==> src/rtl/inst_fetch_queue.sv <==
`default_nettype none
// ============================================================================
// Module      : inst_fetch_queue
// Description : Instruction fetch stage. Owns the fetch PC and issues
//               sequential reads to a synchronous instruction memory. It
//               buffers returned words and their PCs in a small prefetch
//               queue, which decode drains through a valid/ready handshake.
//               A redirect flushes the queue and restarts fetch at a new
//               word-aligned address.
// Optional    : define FETCH_PERF_EN to add the performance counters
//               perf_fetch_cnt (accepted handshakes, wraps) and
//               perf_flush_cnt (redirect cycles, saturates).
// Ports       : clk, rst (async, active-high)
//               redirect_valid / redirect_pc   - flush and restart request
//               imem_req / imem_addr           - memory read request (comb)
//               imem_rdata                     - read data, one cycle later
//               inst_valid / inst_ready        - decode handshake
//               inst_data / inst_pc            - show-ahead queue head
// Revision    : 1.0 - initial release
// ============================================================================
module inst_fetch_queue #(
    parameter int                ADDR_W   = 32,
    parameter int                DATA_W   = 32,
    parameter int                DEPTH    = 4,
    parameter logic [ADDR_W-1:0] RESET_PC = '0
) (
    input  logic              clk,
    input  logic              rst,
    input  logic              redirect_valid,
    input  logic [ADDR_W-1:0] redirect_pc,
    output logic              imem_req,
    output logic [ADDR_W-1:0] imem_addr,
    input  logic [DATA_W-1:0] imem_rdata,
    output logic              inst_valid,
    input  logic              inst_ready,
    output logic [DATA_W-1:0] inst_data,
    output logic [ADDR_W-1:0] inst_pc
`ifdef FETCH_PERF_EN
    ,
    output logic [31:0]       perf_fetch_cnt,
    output logic [15:0]       perf_flush_cnt
`endif
);

    localparam int c_PTR_W = $clog2(DEPTH);
    localparam int c_CNT_W = c_PTR_W + 1;

    localparam logic [c_PTR_W-1:0] c_PTR_ONE   = c_PTR_W'(1);
    localparam logic [c_CNT_W-1:0] c_CNT_ONE   = c_CNT_W'(1);
    localparam logic [c_CNT_W:0]   c_DEPTH_OCC = (c_CNT_W + 1)'(DEPTH);
    localparam logic [ADDR_W-1:0]  c_PC_STEP   = ADDR_W'(4);
    localparam logic [ADDR_W-1:0]  c_ALIGN     = ~(ADDR_W'(3));

    // ------------------------------------------------------------------
    // State
    // ------------------------------------------------------------------
    logic [ADDR_W-1:0]  r_fetch_pc;
    logic               r_inflight;
    logic               r_squash;
    logic [ADDR_W-1:0]  r_tag;
    logic [c_CNT_W-1:0] r_count;
    logic [c_PTR_W-1:0] r_wr_ptr;
    logic [c_PTR_W-1:0] r_rd_ptr;
    logic [DATA_W-1:0]  r_mem_data [DEPTH];
    logic [ADDR_W-1:0]  r_mem_pc   [DEPTH];
    logic [DATA_W-1:0]  r_last_data;
    logic [ADDR_W-1:0]  r_last_pc;

    // ------------------------------------------------------------------
    // Combinational control
    // ------------------------------------------------------------------
    logic              w_empty;
    logic              w_pop;
    logic              w_push;
    logic              w_issue;
    logic [c_CNT_W:0]  w_occupancy;
    logic [ADDR_W-1:0] w_redirect_aligned;

    assign w_empty            = (r_count == '0);
    assign w_redirect_aligned = redirect_pc & c_ALIGN;

    // A redirect cancels both the handshake and any returning response.
    assign w_pop  = !w_empty && inst_ready && !redirect_valid;
    assign w_push = r_inflight && !r_squash && !redirect_valid;

    // Slots already taken plus the one reserved by an outstanding read.
    // A pop in the same cycle deliberately frees no slot for issue, which
    // keeps the request path independent of inst_ready.
    assign w_occupancy = {1'b0, r_count} + {{c_CNT_W{1'b0}}, r_inflight};
    assign w_issue     = !rst && !redirect_valid && (w_occupancy < c_DEPTH_OCC);

    assign imem_req   = w_issue;
    assign imem_addr  = r_fetch_pc;
    assign inst_valid = !w_empty;

    // Show-ahead head; when empty, keep presenting the last head seen.
    assign inst_data  = w_empty ? r_last_data : r_mem_data[r_rd_ptr];
    assign inst_pc    = w_empty ? r_last_pc   : r_mem_pc[r_rd_ptr];

    // ------------------------------------------------------------------
    // Fetch PC, outstanding-read tracking and queue pointers
    // ------------------------------------------------------------------
    always_ff @(posedge clk or posedge rst) begin
        if (rst) begin
            r_fetch_pc <= RESET_PC;
            r_inflight <= 1'b0;
            r_squash   <= 1'b0;
            r_tag      <= '0;
            r_count    <= '0;
            r_wr_ptr   <= '0;
            r_rd_ptr   <= '0;
        end else begin
            r_squash <= redirect_valid;
            if (redirect_valid) begin
                r_fetch_pc <= w_redirect_aligned;
                r_inflight <= 1'b0;
                r_count    <= '0;
                r_wr_ptr   <= '0;
                r_rd_ptr   <= '0;
            end else begin
                if (w_issue) begin
                    r_fetch_pc <= r_fetch_pc + c_PC_STEP;
                    r_tag      <= r_fetch_pc;
                    r_inflight <= 1'b1;
                end else begin
                    r_inflight <= 1'b0;
                end

                if (w_push) begin
                    r_wr_ptr <= r_wr_ptr + c_PTR_ONE;
                end
                if (w_pop) begin
                    r_rd_ptr <= r_rd_ptr + c_PTR_ONE;
                end

                if (w_push && !w_pop) begin
                    r_count <= r_count + c_CNT_ONE;
                end else if (w_pop && !w_push) begin
                    r_count <= r_count - c_CNT_ONE;
                end
            end
        end
    end

    // Queue storage: written only, never reset; entries are only visible
    // through the head while the count says they are valid.
    always_ff @(posedge clk) begin
        if (w_push) begin
            r_mem_data[r_wr_ptr] <= imem_rdata;
            r_mem_pc[r_wr_ptr]   <= r_tag;
        end
    end

    // Remember the currently presented head so the outputs hold steady
    // once the queue drains or is flushed.
    always_ff @(posedge clk or posedge rst) begin
        if (rst) begin
            r_last_data <= '0;
            r_last_pc   <= '0;
        end else if (!w_empty) begin
            r_last_data <= r_mem_data[r_rd_ptr];
            r_last_pc   <= r_mem_pc[r_rd_ptr];
        end
    end

`ifdef FETCH_PERF_EN
    // ------------------------------------------------------------------
    // Performance counters
    // ------------------------------------------------------------------
    logic [31:0] r_perf_fetch;
    logic [15:0] r_perf_flush;

    always_ff @(posedge clk or posedge rst) begin
        if (rst) begin
            r_perf_fetch <= '0;
            r_perf_flush <= '0;
        end else begin
            if (w_pop) begin
                r_perf_fetch <= r_perf_fetch + 32'd1;
            end
            if (redirect_valid && (r_perf_flush != 16'hFFFF)) begin
                r_perf_flush <= r_perf_flush + 16'd1;
            end
        end
    end

    assign perf_fetch_cnt = r_perf_fetch;
    assign perf_flush_cnt = r_perf_flush;
`else
    // Counters are not built; fetch behaviour is unaffected.
`endif

endmodule
`default_nettype wire
==> config.mk <==
export PLATFORM = sky130hd
export DESIGN_NAME = inst_fetch_queue
export DESIGN_NICKNAME = d
export VERILOG_FILES = /design/src/rtl/inst_fetch_queue.sv
export SDC_FILE = /design/constraint.sdc
export NUM_CORES = 1
export LEC_CHECK = 0
export CAP_MARGIN = 5
export CORE_UTILIZATION = 40
export CTS_CLUSTER_SIZE = 10
export DETAILED_ROUTE_END_ITERATION = 16
export GPL_TIMING_DRIVEN = 0
export PLACE_DENSITY_LB_ADDON = 0.1
export SYNTH_ARGS = -nofsm -noshare
export SYNTH_HDL_FRONTEND = slang
export SYNTH_SLANG_ARGS = --single-unit
==> constraint.sdc <==
create_clock -name clk -period 6.4 [get_ports clk]
set_clock_uncertainty 0.05 [all_clocks]
set_input_delay 1.28 -clock clk [delete_from_list [all_inputs] [get_ports clk]]
set_output_delay 1.28 -clock clk [all_outputs]
set_load 0.01 [all_outputs]
=== Word level (Yosys, flattened, before mapping) ===
Memories as Yosys holds them, arrays and structs flattened.
Index checks and enable logic that the tools add are counted.

* Add/sub/neg operators: 6
* Multiply operators: 0
* Div/mod/pow operators: 0
* $lt $le $gt $ge: 1
* Equal/unequal tests: 0
* Shift operators: 0
* Muxes and demuxes: 15
* Bitwise logic cells: 1
* Reductions and logical operators: 20

{| class="wikitable"
|+ Operators by type and width
! operator !! number
|-
| 2-to-1 mux 32 bit || 4
|-
| adder 32 x 3 -> 32 bit (second input constant) || 1
|-
| 2-to-1 mux 3 bit || 3
|-
| logical AND 1 bit || 8
|-
| 2-to-1 mux 2 bit || 4
|-
| zero test 1 bit || 6
|-
| nonzero test 2 bit || 3
|-
| adder 2 x 1 -> 2 bit (second input constant) || 2
|-
| adder 3 x 1 -> 4 bit || 1
|-
| less-than comparator 4 x 3 -> 1 bit (second input constant) || 1
|-
| 2-to-1 mux 1 bit || 4
|-
| adder 3 x 1 -> 3 bit (second input constant) || 1
|-
| zero test 3 bit || 1
|-
| nonzero test 3 bit || 1
|-
| subtractor 3 x 1 -> 3 bit (second input constant) || 1
|-
| AND reduction 2 bit || 1
|-
| inverter 1 bit || 1
|}

* Register bits: 137
* Latch bits: 0
* Memory bits (writable): 256
* Bits in read-only memories: 0
* Input port bits: 68
* Logic and storage cells: 54
* Memories kept: 2

{| class="wikitable"
|+ Memory list
! memory !! depth !! bits a word !! rd ports !! clocked after Yosys merged registers in !! write ports !! line !! RTL
|-
| r_mem_data || 4 || 32 || 1 || 0 || 1 || 64 || <nowiki>logic [DATA_W-1:0] r_mem_data [DEPTH];</nowiki>
|-
| r_mem_pc || 4 || 32 || 1 || 0 || 1 || 65 || <nowiki>logic [ADDR_W-1:0] r_mem_pc [DEPTH];</nowiki>
|}

=== Depth between registers and ports, before layout ===
Gate-level depths: netlist of the first run.

* Depth in word-level cells: 8
* Mapped depth: 8

=== Worst setup path after synthesis of the first run ===
No wires, ideal clock.

* Kind: input to output
* From: input port redirect_valid
* To: output port imem_req
* Data arrival time: 2.433 ns
* Path slack: 2.637 ns
* Cell stages on the path: 5
* Path buffers: 2
* Cells stage by stage: nor3_1 > nand2_1 > clkinv_1 > clkbuf_1 > buf_1

* Cells in the longest elaborated chain, start to end: 3

{| class="wikitable"
|+ RTL lines
! element !! line !! RTL
|-
| start, declared || 29 || <nowiki>input logic redirect_valid,</nowiki>
|-
| zero test 1 bit || 90 || <nowiki>assign w_issue = !rst && !redirect_valid && (w_occupancy < c_DEPTH_OCC);</nowiki>
|-
| logical AND 1 bit (2 in a row) || 90 ||
|-
| end, declared || 31 || <nowiki>output logic imem_req,</nowiki>
|}

Every way passes these cells.

=== Worst setup path in the final report of the first run ===
Same ends and word-level chain as after synthesis.

==> impl_metrics.json, run 1 <==
{
  "die-area_sq_mm": 0.0376,
  "post_drt_wl_per_cell_um": 20.1,
  "synth_simple_gate_area_share_pct": 11.4,
  "drt_iter0_drc": 695,
  "crit_type": "input pin to output port",
  "finalNonFillerCells": 1696,
  "clockBufferDepth": 3,
  "design_area_sq_mm": 0.0184,
  "num_vias": 8739,
  "nNetsFinal": 1275,
  "place_area_sq_mm": 0.0171,
  "vias_per_cell": 5.15,
  "clk_pin_slew_ps": 50,
  "r2r-end": "r_tag[24]",
  "critPathMaxFanout": 10,
  "dp_slack_ps": 544,
  "worstMarginPinSlew_ps": 821,
  "grt_pass1_wl_mm": 53.9,
  "worstRegToRegCells": 7,
  "syn_inst": 987,
  "crit_arrival_ps": 4520,
  "multiInputGateArea_sq_mm": 0.00372,
  "firstDrtPassIters": 5,
  "drc": 0,
  "ys_types": 47,
  "yosys.area.top_type": "edfxtp_1",
  "grt_max_degree": 84,
  "rows": 69,
  "ctsHoldBuffers": 0,
  "fp.dieW_um": 194,
  "cts_resized": 0,
  "hold_path.class": "register to register",
  "synth_edf_count": 248,
  "timing.final.ws_setup_ps": 553,
  "root_buffer": "clkbuf_16",
  "ys_ff_latch": 381,
  "wl_mm": 34.0,
  "cp-start-kind": "input pin",
  "ant_nets": 0,
  "r2r_start": "r_count[2]",
  "yosys.area.top_type_share_pct": 50.6,
  "grt-ovfl-total": 0,
  "post-cts-setup-buffer-count": 0,
  "p_leak_nw": 6.88,
  "fin_crit_sh_pct": 91.4,
  "ys_seq_area_share_pct": 73.2,
  "synth_top_family_by_area": "simple AND/OR/NAND/NOR gates",
  "clock_sinks": 381,
  "critPathCaptureType": "output port",
  "startpoint": "redirect_valid",
  "peakVddDrop_mv": 0.231,
  "drv_slew": 0,
  "syn_to_final_growth_pct": 24.9,
  "synthFlopType": "edfxtp_1",
  "rsz0062_at_grt": "false",
  "grt_use_total_pct": 18.7,
  "synthArstFlopShare_pct": 34.9,
  "max_freq_ghz": 0.171,
  "critPathRequiredTime_ps": 5070,
  "min-delay-start": "r_last_pc[11]",
  "start_util_pct": 41.0,
  "crit_end": "imem_req",
  "powerDensity_mw_per_mm2": 465,
  "ys_top_cells_by_area": "edfxtp_1, dfrtp_1, mux4_2, nand2_1, nand3_1",
  "die_y_um": 194,
  "avgSynthCellArea_sq_um": 14.9,
  "insertion_delay_ps": 540,
  "period_needed_ps": 5850,
  "synth_compound_area_share_pct": 3.10,
  "yosysWarnings": 0,
  "dp_hpwl_mm": 21.4,
  "cts_made_buffers": 45,
  "final-seq-area_sq_mm": 0.0108,
  "dp.cells": 1615,
  "synth_fa_ha_area_share_pct": 0.561,
  "ios": 166,
  "antenna_cells": 0,
  "power_mw": 8.55,
  "setup_viol": 0,
  "hold_viol_final": 0,
  "htreeDepth": 2,
  "muxShareOfSynthArea_pct": 9.56,
  "drive_above_1_share_pct": 11.1,
  "portBuffers": 161,
  "syn_area_sq_mm": 0.0147,
  "synth_common_cells": "nand2_1, edfxtp_1, dfrtp_1",
  "cts_tree": "yes",
  "r2r_slack_ps": 3720,
  "core-area_sq_mm": 0.0359,
  "num-fill-cells": 3084,
  "antenna_found_initial": 0,
  "slew_headroom_pct": 45.3,
  "grt_pass1_vias": 9034,
  "place.gp.congestion": 0.865,
  "yosysMostFrequentCell": "nand2_1",
  "yosys.area_share.xor_xnor_pct": 0.476,
  "outcome": "finished clean",
  "drv_cap": 0
}
==> cells by family after synthesis <==
kind of cell    count (synthesis)
flops                         381
buf+inv                        61
compound gates                 66
fa+ha+maj                       6
other cells                     1
mux                            63
xor+xnor                        8
simple gates                  401
==> layer usage <==
metal,share of wire [%],vias up,global-route usage (%)
li1,-,4052,-
met1,46,4380,26.7
met2,47,254,29.6
met3,5.2,53,3.50
met4,1.9,0,5.11
met5,0,-,0
==> placed cells by master, fill, tap and decap left out, types with 4 or more instances in the layout <==
| cell | synthesis | final |
|---|---|---|
| nand4_1 | 9 | 9 |
| a21oi_1 | 9 | 9 |
| nor2_1 | 20 | 20 |
| clkdlybuf4s50_1 | 0 | 161 |
| edfxtp_1 | 248 | 248 |
| xnor2_1 | 4 | 4 |
| buf_1 | 9 | 9 |
| a22oi_1 | 6 | 6 |
| clkbuf_16 | 0 | 45 |
| or3_1 | 5 | 5 |
| o21ai_0 | 17 | 17 |
| o311ai_0 | 9 | 9 |
| buf_2 | 8 | 8 |
| inv_1 | 9 | 8 |
| mux4_2 | 62 | 62 |
| nor3_1 | 6 | 6 |
| dfrtp_1 | 133 | 133 |
| clkbuf_1 | 30 | 62 |
| nand3_1 | 23 | 23 |
| xor2_1 | 4 | 4 |
| o211ai_1 | 7 | 7 |
| ha_1 | 5 | 5 |
| a221o_1 | 7 | 7 |
| nand2_1 | 310 | 310 |
| and3_4 | 0 | 4 |
| buf_16 | 0 | 4 |
| and3_1 | 11 | 7 |
==> stage by stage <==
step,TNS [ps],utilization (%),hold WS (ps)
finish,0,51.2,410
global route,0,51.2,438
CTS,0,51.2,415
detailed placement,0,47.5,404
global placement,-145040,47.1,397
floorplan,0,-,426
==> flip-flops by register name (all words and copies together), names as in the netlist, 3 cells and up <==
register     cells
r_last_pc       32
r_count          3
r_tag           30
r_mem_data     128
r_last_data     32
imem_addr       30
r_mem_pc       120
==> worst max-delay path, cell delays in order <==
cell and delay (ps):
clkdlybuf4s50_1 560, nor3_1 460, nand2_1 250, clkinv_1 240, clkbuf_1 470, buf_1 550
clkdlybuf4s50_1 690
==> report_power, final <==
group	internal (mW)	total, mW	leakage (nW)	switching, mW
registers	3.08	3.31	3.90	0.232
clock network	1.39	2.32	0.628	0.937
logic	1.37	2.91	2.35	1.54
total	5.84	8.55	6.88	2.71
==> worst min path at each step <==
stage | end | depth (start not counted) | slack (ps)
2_1_floorplan | r_mem_pc[0][10] | 0 | 430
3_3_place_gp | r_last_data[9] | 2 | 400
3_5_place_dp | r_last_pc[11] | 2 | 400
4_1_cts | r_last_pc[11] | 2 | 410
5_1_grt | r_last_pc[4] | 2 | 440
6_report | r_last_pc[11] | 2 | 410
==> final cells by class <==
cell class | count | share of cell area [%]
clock inverter | 1 | 0.163
sequential | 381 | 58.6
multi-input combinational | 546 | 20.2
tap | 461 | 3.14
clock buffer | 80 | 7.00
inverter | 11 | 0.252
timing repair buffer | 166 | 9.47
buffer | 50 | 1.14
Power figures use the tool's default switching activity.
==> run 2, diff against run 1 <==
Settings changed: HOLD_SLACK_MARGIN from default to 0.05.
==> results of run 2 <==
The final DEF is identical to that of run 1; final timing and power are the same.
==> run 3, diff against run 2 <==
Settings changed: CORE_UTILIZATION 40 to 56.
==> run 3 against run 2 <==
  * Flip-flop and latch count stayed put
  * Non-clock buffer count stayed put
  * Combinational power hardly changed
  * Count of clock-buffer cells in the layout is 1 lower
  * Clock power is 4% lower
  * Sequential share of layout area is 0.62 points higher
  * Critical path type unchanged
  * Largest cell class unchanged
==> impl_metrics.json, run 3 (same netlist as run 1, synthesis figures left out) <==
{
  "rows": 58,
  "setup_viol": 0,
  "cts_tree": "yes",
  "hold_viol_final": 0,
  "vias_per_cell": 5.63,
  "reg_top3": "r_mem_data (128), r_mem_pc (120)",
  "ios": 166,
  "start_util_pct": 57.8,
  "hold_path.class": "register to register",
  "cts_made_buffers": 44,
  "syn_to_final_growth_pct": 23.6,
  "worstRegToRegCells": 7,
  "critPathMaxFanout": 10,
  "clock_sinks": 381,
  "core-area_sq_mm": 0.0255,
  "grt_pass1_wl_mm": 49.9,
  "slew_headroom_pct": 46.5,
  "crit_type": "input pin to output port",
  "largest_reg_flops": 128,
  "firstDrtPassIters": 5,
  "root_buffer": "clkbuf_16",
  "powerDensity_mw_per_mm2": 464,
  "outcome": "finished clean",
  "num-fill-cells": 1691,
  "drive_above_1_share_pct": 11.0,
  "htreeDepth": 2,
  "drv_cap": 0,
  "die_y_um": 164,
  "cpPeakStageDelay_ps": 660,
  "crit_arrival_ps": 4340,
  "holdWs_ps": 410,
  "largest-register": "r_mem_data",
  "p_leak_nw": 6.86,
  "final_cell_mix": "nand2_1, edfxtp_1, clkdlybuf4s50_1",
  "die-area_sq_mm": 0.0269,
  "dp_hpwl_mm": 20.0,
  "cp_num_cells": 7,
  "peakVddDrop_mv": 0.348,
  "path_cells": "clkdlybuf4s50_1 -> nor3_1 -> nand2_1 -> clkinv_1 -> clkbuf_1 -> buf_1 -> clkdlybuf4s50_1",
  "drt_iter0_drc": 632,
  "crit_path_frequent_cell": "clkdlybuf4s50_1",
  "layout_commonest_cell": "nand2_1",
  "portBuffers": 161,
  "rsz0062_at_grt": "false",
  "post_drt_wl_per_cell_um": 20.2,
  "max_freq_ghz": 0.176,
  "clk_pin_slew_ps": 50,
  "post-cts-setup-buffer-count": 0,
  "grt_use_total_pct": 24.8,
  "ctsHoldBuffers": 0,
  "place.gp.congestion": 0.925,
  "grt_max_degree": 71,
  "cpLargestDelayFamily": "buffers and inverters",
  "grt-ovfl-total": 0,
  "drv_slew": 0,
  "cp-start-kind": "input pin",
  "critPathSlowestCell": "clkdlybuf4s50_1",
  "clockBufferDepth": 3,
  "antenna_found_initial": 0,
  "drc": 0,
  "critPathRequiredTime_ps": 5070,
  "period_needed_ps": 5670,
  "grt_pass1_vias": 8959,
  "antenna_cells": 0,
  "ant_nets": 0,
  "cts_resized": 0,
  "insertion_delay_ps": 530,
  "fp.dieW_um": 164,
  "critPathCaptureType": "output port",
  "wl_mm": 31.7,
  "nNetsFinal": 1274,
  "num_vias": 8815,
  "holdPathStages": 2,
  "worstMarginPinSlew_ps": 803,
  "fin_crit_sh_pct": 88.6,
  "power_mw": 8.43,
  "critPathBufInv": 5
}
[run 3: path summary, 6_finish.rpt]
| kind | start | endpoint | slack [ps] |
|---|---|---|---|
| min | r_last_data[15] | r_last_data[15] | 410 |
| max reg2reg | r_count[1] | imem_addr[24] | 3700 |
| max | redirect_valid | imem_req | 730 |
| max in group asynchronous | rst | r_last_data[14] | 4230 |
| min in group asynchronous | rst | imem_addr[13] | 1280 |
| min reg2reg | r_last_data[15] | r_last_data[15] | 410 |
[run 3: cell type report]
class                      count  area (sq um)  area share (%)
inverter                      11          46.3           0.255
buffer                        50           209            1.15
clock inverter                 3          26.3           0.144
tap                          330           413            2.27
sequential                   381         10800            59.2
timing repair buffer         166          1750            9.62
clock buffer                  79          1250            6.89
multi-input combinational    546          3720            20.4
[run 3: stage by stage]
| step | std cells | cell area (sq um) | setup TNS, ps | utilization, % | setup WS [ps] |
|---|---|---|---|---|---|
| 2_1_floorplan | 988 | 14700 | 0 | - | 1520 |
| 3_3_place_gp | 1479 | 16700 | -102250 | 65.7 | -779 |
| 3_5_place_dp | 1484 | 16900 | 0 | 66.4 | 823 |
| 4_1_cts | 1566 | 18200 | 0 | 71.4 | 767 |
| 5_1_grt | 1566 | 18200 | 0 | 71.4 | 538 |
| 6_report | 1566 | 18200 | 0 | 71.4 | 729 |
[run 3: routing by layer]
metal / GRT usage [%] / wire [um] / up-vias
met5: 0 / 0 / -
met4: 7.66 / 672 / 0
met3: 4.07 / 2140 / 49
met2: 39.1 / 15000 / 323
met1: 35.7 / 13800 / 4386
li1: - / - / 4057
[run 3: where the power goes]
group	leakage (nW)	internal [mW]	switching, mW
clock	0.608	1.32	0.907
sequential	3.90	3.08	0.241
combinational	2.36	1.37	1.51
total	6.86	5.77	2.66
[run 3: worst register-to-register path: stages, from the launching register on]
cell      delay, ps
dfrtp_1         420
nand3_1         190
nand2_1         240
clkinv_1        270
nor2_1          580
clkbuf_1        530
a22oi_1         220
nand3_1         130
